`config.mk`:
```
export PLATFORM = sky130hd
export DESIGN_NAME = gobou_ctrl_core_flat
export DESIGN_NICKNAME = d
export VERILOG_FILES = /design/src/rtl/gobou_ctrl_core_pkg.sv /design/src/rtl/gobou_ctrl_core_if.sv /design/src/rtl/gobou_ctrl_delay.sv /design/src/rtl/gobou_ctrl_core.sv /design/src/flat_wrapper.sv
export SDC_FILE = /design/constraint.sdc
export NUM_CORES = 1
export LEC_CHECK = 0
export ABC_CLOCK_PERIOD_IN_PS = 6390
export CAP_MARGIN = 25
export CORE_MARGIN = 1
export CORE_UTILIZATION = 40
export CTS_BUF_LIST = sky130_fd_sc_hd__clkbuf_8
export CTS_CLUSTER_SIZE = 16
export DETAILED_ROUTE_END_ITERATION = 10
export HOLD_SLACK_MARGIN = 0.03
export PLACE_DENSITY_LB_ADDON = 0.3
export SETUP_SLACK_MARGIN = 0.3
export SLEW_MARGIN = 0
export SYNTH_ARGS = -nofsm -noshare
export SYNTH_HDL_FRONTEND = slang
export SYNTH_HIERARCHICAL = 1
export SYNTH_SLANG_ARGS = --single-unit
```
`constraint.sdc`:
```
create_clock -name clk -period 6.39 [get_ports clk]
set_clock_uncertainty 0.15 [all_clocks]
set_input_delay 1.278 -clock clk [delete_from_list [all_inputs] [get_ports clk]]
set_output_delay 1.278 -clock clk [all_outputs]
set_load 0.02 [all_outputs]
```
`src/rtl/gobou_ctrl_core_pkg.sv`:
```
// rtl/gobou_ctrl_core_pkg.sv - shared constants, state type and lane-count helper for the FC sequencer
package gobou_ctrl_core_pkg;

   localparam int CORE    = 16;
   localparam int IWIDTH  = 12;
   localparam int AWIDTH  = 16;
   localparam int RD_LAT  = 1;
   localparam int MAC_LAT = 2;
   localparam int NWIDTH  = $clog2(CORE) + 1;
   localparam int FLUSH   = RD_LAT + MAC_LAT + 3;
   localparam int FWIDTH  = $clog2(FLUSH) + 1;

   typedef enum logic [1:0] {S_IDLE, S_BIAS, S_ACCUM, S_FLUSH} state_t;

   // Lanes occupied by a group given the neurons still to be produced.
   function automatic logic [NWIDTH-1:0] grp_lanes(input logic [IWIDTH-1:0] rem);
      return (rem > IWIDTH'(CORE)) ? NWIDTH'(CORE) : rem[NWIDTH-1:0];
   endfunction

endpackage

```
`src/rtl/gobou_ctrl_core_if.sv`:
```
// rtl/gobou_ctrl_core_if.sv - request, memory-address and lane-strobe bundle of the FC sequencer
interface gobou_ctrl_core_if;
   import gobou_ctrl_core_pkg::*;

   logic              req;
   logic [IWIDTH-1:0] in_size;
   logic [IWIDTH-1:0] out_size;
   logic [AWIDTH-1:0] img_base;
   logic [AWIDTH-1:0] net_base;
   logic              bias_en;
   logic              relu_en;
   logic              ack;
   logic              mem_en;
   logic [AWIDTH-1:0] img_addr;
   logic [AWIDTH-1:0] net_addr;
   logic              accum_rst;
   logic              accum_we;
   logic              breg_we;
   logic              mac_oe;
   logic              bias_oe;
   logic              relu_oe;
   logic              _bias_en;
   logic              _relu_en;
   logic              out_we;
   logic [IWIDTH-1:0] out_grp;
   logic [NWIDTH-1:0] out_num;

   modport master (
      output req, in_size, out_size, img_base, net_base, bias_en, relu_en,
      input  ack, mem_en, img_addr, net_addr, accum_rst, accum_we, breg_we,
             mac_oe, bias_oe, relu_oe, _bias_en, _relu_en, out_we, out_grp, out_num
   );

   modport slave (
      input  req, in_size, out_size, img_base, net_base, bias_en, relu_en,
      output ack, mem_en, img_addr, net_addr, accum_rst, accum_we, breg_we,
             mac_oe, bias_oe, relu_oe, _bias_en, _relu_en, out_we, out_grp, out_num
   );

endinterface

```
`src/rtl/gobou_ctrl_delay.sv`:
```
// rtl/gobou_ctrl_delay.sv - resettable shift register aligning a strobe lane to the datapath
module gobou_ctrl_delay #(
   parameter int WIDTH = 1,
   parameter int DEPTH = 1
) (
   input  logic             clk,
   input  logic             xrst,
   input  logic [WIDTH-1:0] d,
   output logic [WIDTH-1:0] q
);

   logic [WIDTH-1:0] pipe [DEPTH];

   always_ff @(posedge clk or negedge xrst) begin
      if (!xrst) begin
         for (int i = 0; i < DEPTH; i++) pipe[i] <= '0;
      end else begin
         pipe[0] <= d;
         for (int i = 1; i < DEPTH; i++) pipe[i] <= pipe[i-1];
      end
   end

   assign q = pipe[DEPTH-1];

endmodule

```
`src/rtl/gobou_ctrl_core.sv`:
```
// rtl/gobou_ctrl_core.sv - FC sequencer: walks neuron groups, issues reads and aligned lane strobes
module gobou_ctrl_core
   import gobou_ctrl_core_pkg::*;
(
   input logic              clk,
   input logic              xrst,
   gobou_ctrl_core_if.slave bus
);

   state_t            state;
   logic [IWIDTH-1:0] n;
   logic [IWIDTH-1:0] k;
   logic [IWIDTH-1:0] rem;
   logic [AWIDTH-1:0] img_start;
   logic [AWIDTH-1:0] grp_base;
   logic [AWIDTH-1:0] next_base;
   logic [FWIDTH-1:0] cnt;
   logic              bias_ph;
   logic              acc_ph;
   logic              last_ph;
   logic [1:0]        ph_q;

   // Each group's weights are N+1 words: the bias followed by N weights.
   assign next_base = grp_base + AWIDTH'(n) + AWIDTH'(1);

   always_ff @(posedge clk or negedge xrst) begin
      if (!xrst) begin
         state        <= S_IDLE;
         bus.ack      <= 1'b1;
         bus.mem_en   <= 1'b0;
         bus.img_addr <= '0;
         bus.net_addr <= '0;
         bus.out_grp  <= '0;
         bus.out_num  <= '0;
         bus._bias_en <= 1'b0;
         bus._relu_en <= 1'b0;
         n            <= '0;
         k            <= '0;
         rem          <= '0;
         img_start    <= '0;
         grp_base     <= '0;
         cnt          <= '0;
         bias_ph      <= 1'b0;
         acc_ph       <= 1'b0;
         last_ph      <= 1'b0;
      end else begin
         case (state)
            S_IDLE: if (bus.req) begin
               n            <= bus.in_size;
               rem          <= bus.out_size;
               img_start    <= bus.img_base;
               grp_base     <= bus.net_base;
               bus._bias_en <= bus.bias_en;
               bus._relu_en <= bus.relu_en;
               if (bus.in_size != '0 && bus.out_size != '0) begin
                  state        <= S_BIAS;
                  bus.ack      <= 1'b0;
                  bus.mem_en   <= 1'b1;
                  bus.net_addr <= bus.net_base;
                  bus.out_grp  <= '0;
                  bus.out_num  <= grp_lanes(bus.out_size);
                  bias_ph      <= 1'b1;
               end
            end
            S_BIAS: begin
               state        <= S_ACCUM;
               k            <= IWIDTH'(1);
               bias_ph      <= 1'b0;
               acc_ph       <= 1'b1;
               last_ph      <= (n == IWIDTH'(1));
               bus.img_addr <= img_start;
               bus.net_addr <= grp_base + AWIDTH'(1);
            end
            S_ACCUM: if (k == n) begin
               state      <= S_FLUSH;
               bus.mem_en <= 1'b0;
               acc_ph     <= 1'b0;
               last_ph    <= 1'b0;
               cnt        <= '0;
            end else begin
               k            <= k + IWIDTH'(1);
               last_ph      <= (k + IWIDTH'(1) == n);
               bus.img_addr <= bus.img_addr + AWIDTH'(1);
               bus.net_addr <= bus.net_addr + AWIDTH'(1);
            end
            S_FLUSH: if (cnt != FWIDTH'(FLUSH - 1)) begin
               cnt <= cnt + FWIDTH'(1);
            end else if (rem <= IWIDTH'(CORE)) begin
               state   <= S_IDLE;
               bus.ack <= 1'b1;
            end else begin
               state        <= S_BIAS;
               rem          <= rem - IWIDTH'(CORE);
               bus.out_grp  <= bus.out_grp + IWIDTH'(1);
               bus.out_num  <= grp_lanes(rem - IWIDTH'(CORE));
               grp_base     <= next_base;
               bus.net_addr <= next_base;
               bus.mem_en   <= 1'b1;
               bias_ph      <= 1'b1;
            end
            default: state <= S_IDLE;
         endcase
      end
   end

   // Address-phase flags become lane strobes once the read data has arrived.
   gobou_ctrl_delay #(.WIDTH(2), .DEPTH(RD_LAT)) u_rd (
      .clk(clk), .xrst(xrst), .d({bias_ph, acc_ph}), .q(ph_q)
   );

   assign bus.breg_we   = ph_q[1];
   assign bus.accum_rst = ph_q[1];
   assign bus.accum_we  = ph_q[0];

   gobou_ctrl_delay #(.WIDTH(1), .DEPTH(RD_LAT + MAC_LAT)) u_mac (
      .clk(clk), .xrst(xrst), .d(last_ph), .q(bus.mac_oe)
   );

   gobou_ctrl_delay #(.WIDTH(1), .DEPTH(1)) u_bias (
      .clk(clk), .xrst(xrst), .d(bus.mac_oe), .q(bus.bias_oe)
   );

   gobou_ctrl_delay #(.WIDTH(1), .DEPTH(1)) u_relu (
      .clk(clk), .xrst(xrst), .d(bus.bias_oe), .q(bus.relu_oe)
   );

   gobou_ctrl_delay #(.WIDTH(1), .DEPTH(1)) u_out (
      .clk(clk), .xrst(xrst), .d(bus.relu_oe), .q(bus.out_we)
   );

endmodule

```
`src/flat_wrapper.sv`:
```
// flat-port wrapper written by rule: the top's interface ports become plain ports
module gobou_ctrl_core_flat import gobou_ctrl_core_pkg::*;
  (clk, xrst, bus_req, bus_in_size, bus_out_size, bus_img_base, bus_net_base, bus_bias_en, bus_relu_en, bus_ack, bus_mem_en, bus_img_addr, bus_net_addr, bus_accum_rst, bus_accum_we, bus_breg_we, bus_mac_oe, bus_bias_oe, bus_relu_oe, bus__bias_en, bus__relu_en, bus_out_we, bus_out_grp, bus_out_num);
  gobou_ctrl_core_if bus_i ();
  input logic clk;
  input logic xrst;
  input wire logic [$bits(bus_i.req)-1:0] bus_req;
  input wire logic [$bits(bus_i.in_size)-1:0] bus_in_size;
  input wire logic [$bits(bus_i.out_size)-1:0] bus_out_size;
  input wire logic [$bits(bus_i.img_base)-1:0] bus_img_base;
  input wire logic [$bits(bus_i.net_base)-1:0] bus_net_base;
  input wire logic [$bits(bus_i.bias_en)-1:0] bus_bias_en;
  input wire logic [$bits(bus_i.relu_en)-1:0] bus_relu_en;
  output wire logic [$bits(bus_i.ack)-1:0] bus_ack;
  output wire logic [$bits(bus_i.mem_en)-1:0] bus_mem_en;
  output wire logic [$bits(bus_i.img_addr)-1:0] bus_img_addr;
  output wire logic [$bits(bus_i.net_addr)-1:0] bus_net_addr;
  output wire logic [$bits(bus_i.accum_rst)-1:0] bus_accum_rst;
  output wire logic [$bits(bus_i.accum_we)-1:0] bus_accum_we;
  output wire logic [$bits(bus_i.breg_we)-1:0] bus_breg_we;
  output wire logic [$bits(bus_i.mac_oe)-1:0] bus_mac_oe;
  output wire logic [$bits(bus_i.bias_oe)-1:0] bus_bias_oe;
  output wire logic [$bits(bus_i.relu_oe)-1:0] bus_relu_oe;
  output wire logic [$bits(bus_i._bias_en)-1:0] bus__bias_en;
  output wire logic [$bits(bus_i._relu_en)-1:0] bus__relu_en;
  output wire logic [$bits(bus_i.out_we)-1:0] bus_out_we;
  output wire logic [$bits(bus_i.out_grp)-1:0] bus_out_grp;
  output wire logic [$bits(bus_i.out_num)-1:0] bus_out_num;
  assign bus_i.req = bus_req;
  assign bus_i.in_size = bus_in_size;
  assign bus_i.out_size = bus_out_size;
  assign bus_i.img_base = bus_img_base;
  assign bus_i.net_base = bus_net_base;
  assign bus_i.bias_en = bus_bias_en;
  assign bus_i.relu_en = bus_relu_en;
  assign bus_ack = bus_i.ack;
  assign bus_mem_en = bus_i.mem_en;
  assign bus_img_addr = bus_i.img_addr;
  assign bus_net_addr = bus_i.net_addr;
  assign bus_accum_rst = bus_i.accum_rst;
  assign bus_accum_we = bus_i.accum_we;
  assign bus_breg_we = bus_i.breg_we;
  assign bus_mac_oe = bus_i.mac_oe;
  assign bus_bias_oe = bus_i.bias_oe;
  assign bus_relu_oe = bus_i.relu_oe;
  assign bus__bias_en = bus_i._bias_en;
  assign bus__relu_en = bus_i._relu_en;
  assign bus_out_we = bus_i.out_we;
  assign bus_out_grp = bus_i.out_grp;
  assign bus_out_num = bus_i.out_num;
  gobou_ctrl_core u_core (.clk(clk), .xrst(xrst), .bus(bus_i));
endmodule
```
# Word level (Yosys, flattened, before mapping)
# Index checks and enable logic that the tools add are counted.
[totals]
regBits = 138
input_bits = 61
output_inout_bits = 60
elab_cells = 124
[op_classes]
n_addsub = 9
n_lt_le_gt_ge = 3
n_eq_ne = 15
muxes = 52
reduce_logical = 20
[ops]
columns = ["cell", "n"]
rows = [
  ["$mux W16", 7],
  ["$mux W12", 8],
  ["$pmux W12 S2", 3],
  ["$add A16 B1 Y16 const B", 4],
  ["$pmux W16 S2", 2],
  ["$pmux W16 S4", 1],
  ["$mux W5", 6],
  ["$add A12 B1 Y12 const B", 2],
  ["$eq A12 B12 Y1", 2],
  ["$gt A12 B5 Y1 const B", 2],
  ["$reduce_bool A12 Y1", 2],
  ["$reduce_and A5 Y1", 4],
  ["$add A16 B12 Y16", 1],
  ["$eq A12 B1 Y1 const B", 1],
  ["$le A12 B5 Y1 const B", 1],
  ["$sub A12 B5 Y12 const B", 1],
  ["$mux W1", 11],
  ["$pmux W5 S2", 1],
  ["$mux W2", 4],
  ["$mux W4", 2],
  ["$ne A2 B1 Y1 const B", 4],
  ["$ne A2 B2 Y1 const B", 4],
  ["$pmux W2 S4", 1],
  ["$pmux W4 S2", 1],
  ["14 further kinds", 24],
]

# Longest topological paths before layout
[depth]
word_depth = 6
depth_mapped = 18
mapped_depth_nobuf = 12

# By module
# Netlist, hierarchy kept.
[modules_own_cells]
columns = ["mod", "n_inst", "cells_per_inst", "area_each_um2", "seq_area_each_um2"]
rows = [
  ["gobou_ctrl_core", 1, 925, 8247.9, 3254.4],
  ["gobou_ctrl_delay at u_core.u_bias ...", 3, 1, 25.0, 25.0],
  ["gobou_ctrl_delay at u_core.u_mac", 1, 3, 75.1, 75.1],
  ["gobou_ctrl_delay at u_core.u_rd", 1, 2, 50.0, 50.0],
]

# Worst setup path before layout
# No wires, ideal clock.
[synth_path]
path_kind = "register to register"
from = "register u_core.state[0]"
to = "register u_core.bus.net_addr[14]"
setup_ps = 131
t_arrival_ps = 3389
required_time_ps = 6109
setup_slack_ps = 2720
path_stages_with_launch = 18
path_buffers = 6
period_less_slack_ps = 3670
cell_sequence = "dfrtp_1 inv_1 ha_1 buf_2 buf_2 buf_2 buf_2 buf_2 buf_2 nand2_1 o21ai_0 ha_1 inv_1 a211oi_1 nand4_1 xor2_1 a221oi_1 o31ai_1"
[synth_between]
elab_chain_cells = 3
word_cells_on_any_way = 11
classes_between = "eq/ne (8); mux (1); reduce/logical (2)"
[synth_rtl]
columns = ["item", "line_no", "source"]
rows = [
  ["start, declared", "gobou_ctrl_core.sv:10", "state_t state;"],
  ["start signal, assigned", "gobou_ctrl_core.sv:28", "state <= S_IDLE;"],
  ["start signal, assigned", "gobou_ctrl_core.sv:56", "state <= S_BIAS;"],
  ["start signal, assigned", "gobou_ctrl_core.sv:66", "state <= S_ACCUM;"],
  ["$eq A2 B2 Y1 / $logic_not A2 Y1 (equally long branches)", "gobou_ctrl_core.sv:47", "case (state)"],
  ["$ne A2 B2 Y1 (no line) / $ne A2 B1 Y1 (equally long branches)", "-", ""],
  ["$reduce_and A5 Y1 (no line)", "-", ""],
  ["end signal, assigned", "gobou_ctrl_core.sv:59", "bus.net_addr <= bus.net_base;"],
  ["end signal, assigned", "gobou_ctrl_core.sv:72", "bus.net_addr <= grp_base + AWIDTH'(1);"],
  ["end signal, assigned", "gobou_ctrl_core.sv:84", "bus.net_addr <= bus.net_addr + AWIDTH'(1);"],
  ["end, declared", "gobou_ctrl_core_if.sv:36", "output ack, mem_en, img_addr, net_addr, accum_rst, accum_we, breg_we,"],
]
# Parallel ways exist; a longest one is shown, timed or not.
# A chain may end at the register's enable or synchronous reset.

# Worst setup path after layout
[layout_path]
from = "register u_core.state[0]"
to = "register u_core.bus.net_addr[10]"
# The elaborated chain is that of the path after synthesis.

==> results.toml <==
[status]
run_status = "completed"

[yosys]
ys.flop_type = "dfrtp_1"
synth-async-reset-ratio_pct = 100
synth_nets = 1021
ys_ff_latch = 138
yosysWarningCount = 6
syn_inst = 933
synth-edff-count = 0
synthXorXnorAreaFrac_pct = 4.77
synthTopCellsByArea = "dfrtp_1 (41%), nand2_1 (4.7%), o21ai_0 (4.6%)"
synth_cell_types = 74
synth_fa_ha_area_share_pct = 4.09
synthSimpleGateAreaFrac_pct = 17.8
synth.largest_area_cell = "dfrtp_1"
synth_compound_area_share_pct = 20.6
synth_top_family_by_area = "compound AO/OA/AOI/OAI gates"
muxShareOfSynthArea_pct = 7.61
synth_top_area_share_pct = 40.6
synth_common_cells = "dfrtp_1 (137), nand2_1 (105), o21ai_0 (78)"
ys_seq_area_share_pct = 40.9
syn_area_um2 = 8450
syn_avg_cell_area_um2 = 9.05
yosysMostFrequentCell = "dfrtp_1"

[worst_setup_path]
crit_type = "flop to flop"
crit_path_max_fanout = 43
crit_start = "u_core/state[0]"
worstPathArrival_ns = 3.95
rr_startpoint = "u_core/state[0]"
required_ns = 6.60
start_kind = "flop"
worst_setup_path_end_kind = "flop"

[final_layout]
final_area_um2 = 10200
final_core_util_pct = 49.9
diodes = 0
final_nets = 1111
layout.cells.non_filler = 1306
drive_gt1_share_pct = 8.59
syn_to_final_growth_pct = 21.0

[power]
leakagePower_nw = 4.08
p_per_area_nw_per_um2 = 539
irDropWorstVdd_v = 0.000246

[die]
dieArea_um2 = 21700
core_um2 = 20500
rows = 52
start_util_pct = 41.2
dieWidth_um = 147
die_h_um = 147
io_pins = 121

[cts]
cts_buffers = 17
holdBufCountCts = 0
post_cts_buffers = 0
clkSinkCount = 138
cts-root-buf = "clkbuf_8"
clkLatencyLatePin_ns = 0.46
cts_resized = 0
cts_tree = "done"
htreeDepth = 4
cts_buffer_depth = 2
clkTransAtPathRegs_ns = 0.08

[global_route]
grt_first_pass_wirelength_um = 36300
grt_overflow = 0
track_usage_pct = 21.0
grt_start_max_net_pins = 90
antenna_found_initial = 0
grt_pass1_vias = 7141

[sta]
tightest_slew_ns = 0.881
fin_crit_ns = 3.75
timing.slew.headroom_pct = 41.3
drv_slew = 0
setup_tns_ns = 0
setup_viol = 0
rsz0062_at_grt = "false"
finalCritPeriodShare_pct = 58.6
worst_slack_ns = 2.64
max_freq_mhz = 267
hold_viol_final = 0

[drt]
post_drt_wl_per_cell_um = 17.0
wl_met3_um = 1140
drtIter0Drc = 369
antenna_left = 0
wl_met1_um = 10400
drc_errors = 0
top_layer = "met4"
num_vias = 7392
met2WireLength_um = 10200
routed_wl_um = 22100
via_per_inst = 5.66
dr.pass1.iters = 5

[placement]
routabilityCongestion = 0.895
dpl_worst_slack_ns = 1.82
placed_cell_area_um2 = 9780
hpwl_um = 15200
dp.cells = 1272
port_buffers = 120

[min_path]
min-delay-path-class = "flop to flop"
hp-start = "u_core/u_mac/pipe[1]"

[flow_run]
maxCapViolCount = 0
[cells by family after synthesis]
family	after synthesis
XOR/XNOR	46
adder cells (fa/ha/maj)	27
AND/OR/NAND/NOR	304
multiplexers	60
AO/OA/AOI/OAI	274
buffers and inverters	84
flip-flops	138
[cell usage in the layout, fill, tap and decap left out, types with 5 or more instances in the layout]
cell	instances
nand3_1	39
a21oi_1	65
inv_1	26
inv_6	6
a221oi_1	9
buf_4	6
clkdlybuf4s50_1	119
dfrtp_1	137
nor2b_1	13
and3_1	13
nand2b_1	12
xor2_1	23
o31ai_1	18
and2_1	5
o21ai_0	78
a2bb2oi_1	5
nor2_1	49
clkbuf_8	17
o22ai_1	36
mux2i_1	26
ha_1	25
nand2_1	105
a21o_1	5
a211oi_1	9
nor3_1	22
nand4_1	10
mux2_2	34
nor4_1	10
a22o_1	10
o21a_1	5
xnor2_1	23
[area by class of cell]
class / count / area (um^2)
repair buffers: 128 / 1290
well taps: 270 / 338
multi-input cells: 711 / 4640
flip-flops and latches: 138 / 3450
clock inverters: 15 / 164
clock buffers: 17 / 234
inverters: 27 / 101
fillers: 1944 / 10300
[sequential cells by signal, summed over array words and instances, names as in the netlist, 2 cells and up]
name,count
u_core/bus.img_addr,16
u_core/img_start,16
u_core/u_mac/pipe,2
u_core/grp_base,16
u_core/bus.net_addr,16
u_core/rem,12
u_core/cnt,4
u_core/k,12
u_core/n,12
u_core/state,2
u_core/bus.out_num,5
u_core/bus.out_grp,12
u_core/u_rd/q,2
[power breakdown]
part           internal [mW]  switching (mW)
sequential              1.24           0.450
combinational           1.33            1.76
clock                  0.353           0.380
[critical path, stage by stage (launching register included)]
cell and delay, ns:
dfrtp_1 0.44, inv_1 0.13, ha_2 0.51, buf_4 0.56, nand4_1 0.20, a211oi_1 0.79, nand2_1 0.16, nor2_1 0.21
xnor2_1 0.14, a21oi_1 0.09, a221oi_2 0.26
[through the flow]
step	hold slack, ns	power (mW)
after floorplan	0.181	3.83
after global placement	0.187	4.68
after detailed placement	0.188	4.74
after CTS	0.208	5.49
after global routing	0.216	5.94
final	0.204	5.51
[worst paths after layout]
check,depth (start not counted),to,slack [ns]
max,10,u_core/bus.net_addr[10],2.64
min,0,u_core/u_mac/q,0.20
max reg2reg,10,u_core/bus.net_addr[10],2.64
min reg2reg,0,u_core/u_mac/q,0.20
max in group asynchronous,2,u_core/k[7],4.18
min in group asynchronous,1,u_core/u_out/q,0.74
[per-layer routing]
metal / GRT usage, % / vias to the layer above
met4: 7.47 / 0
met2: 33.8 / 194
met5: 0 / -
met1: 28.1 / 3566
li1: - / 3607
met3: 4.25 / 25
(Power assumes the default switching activity.)
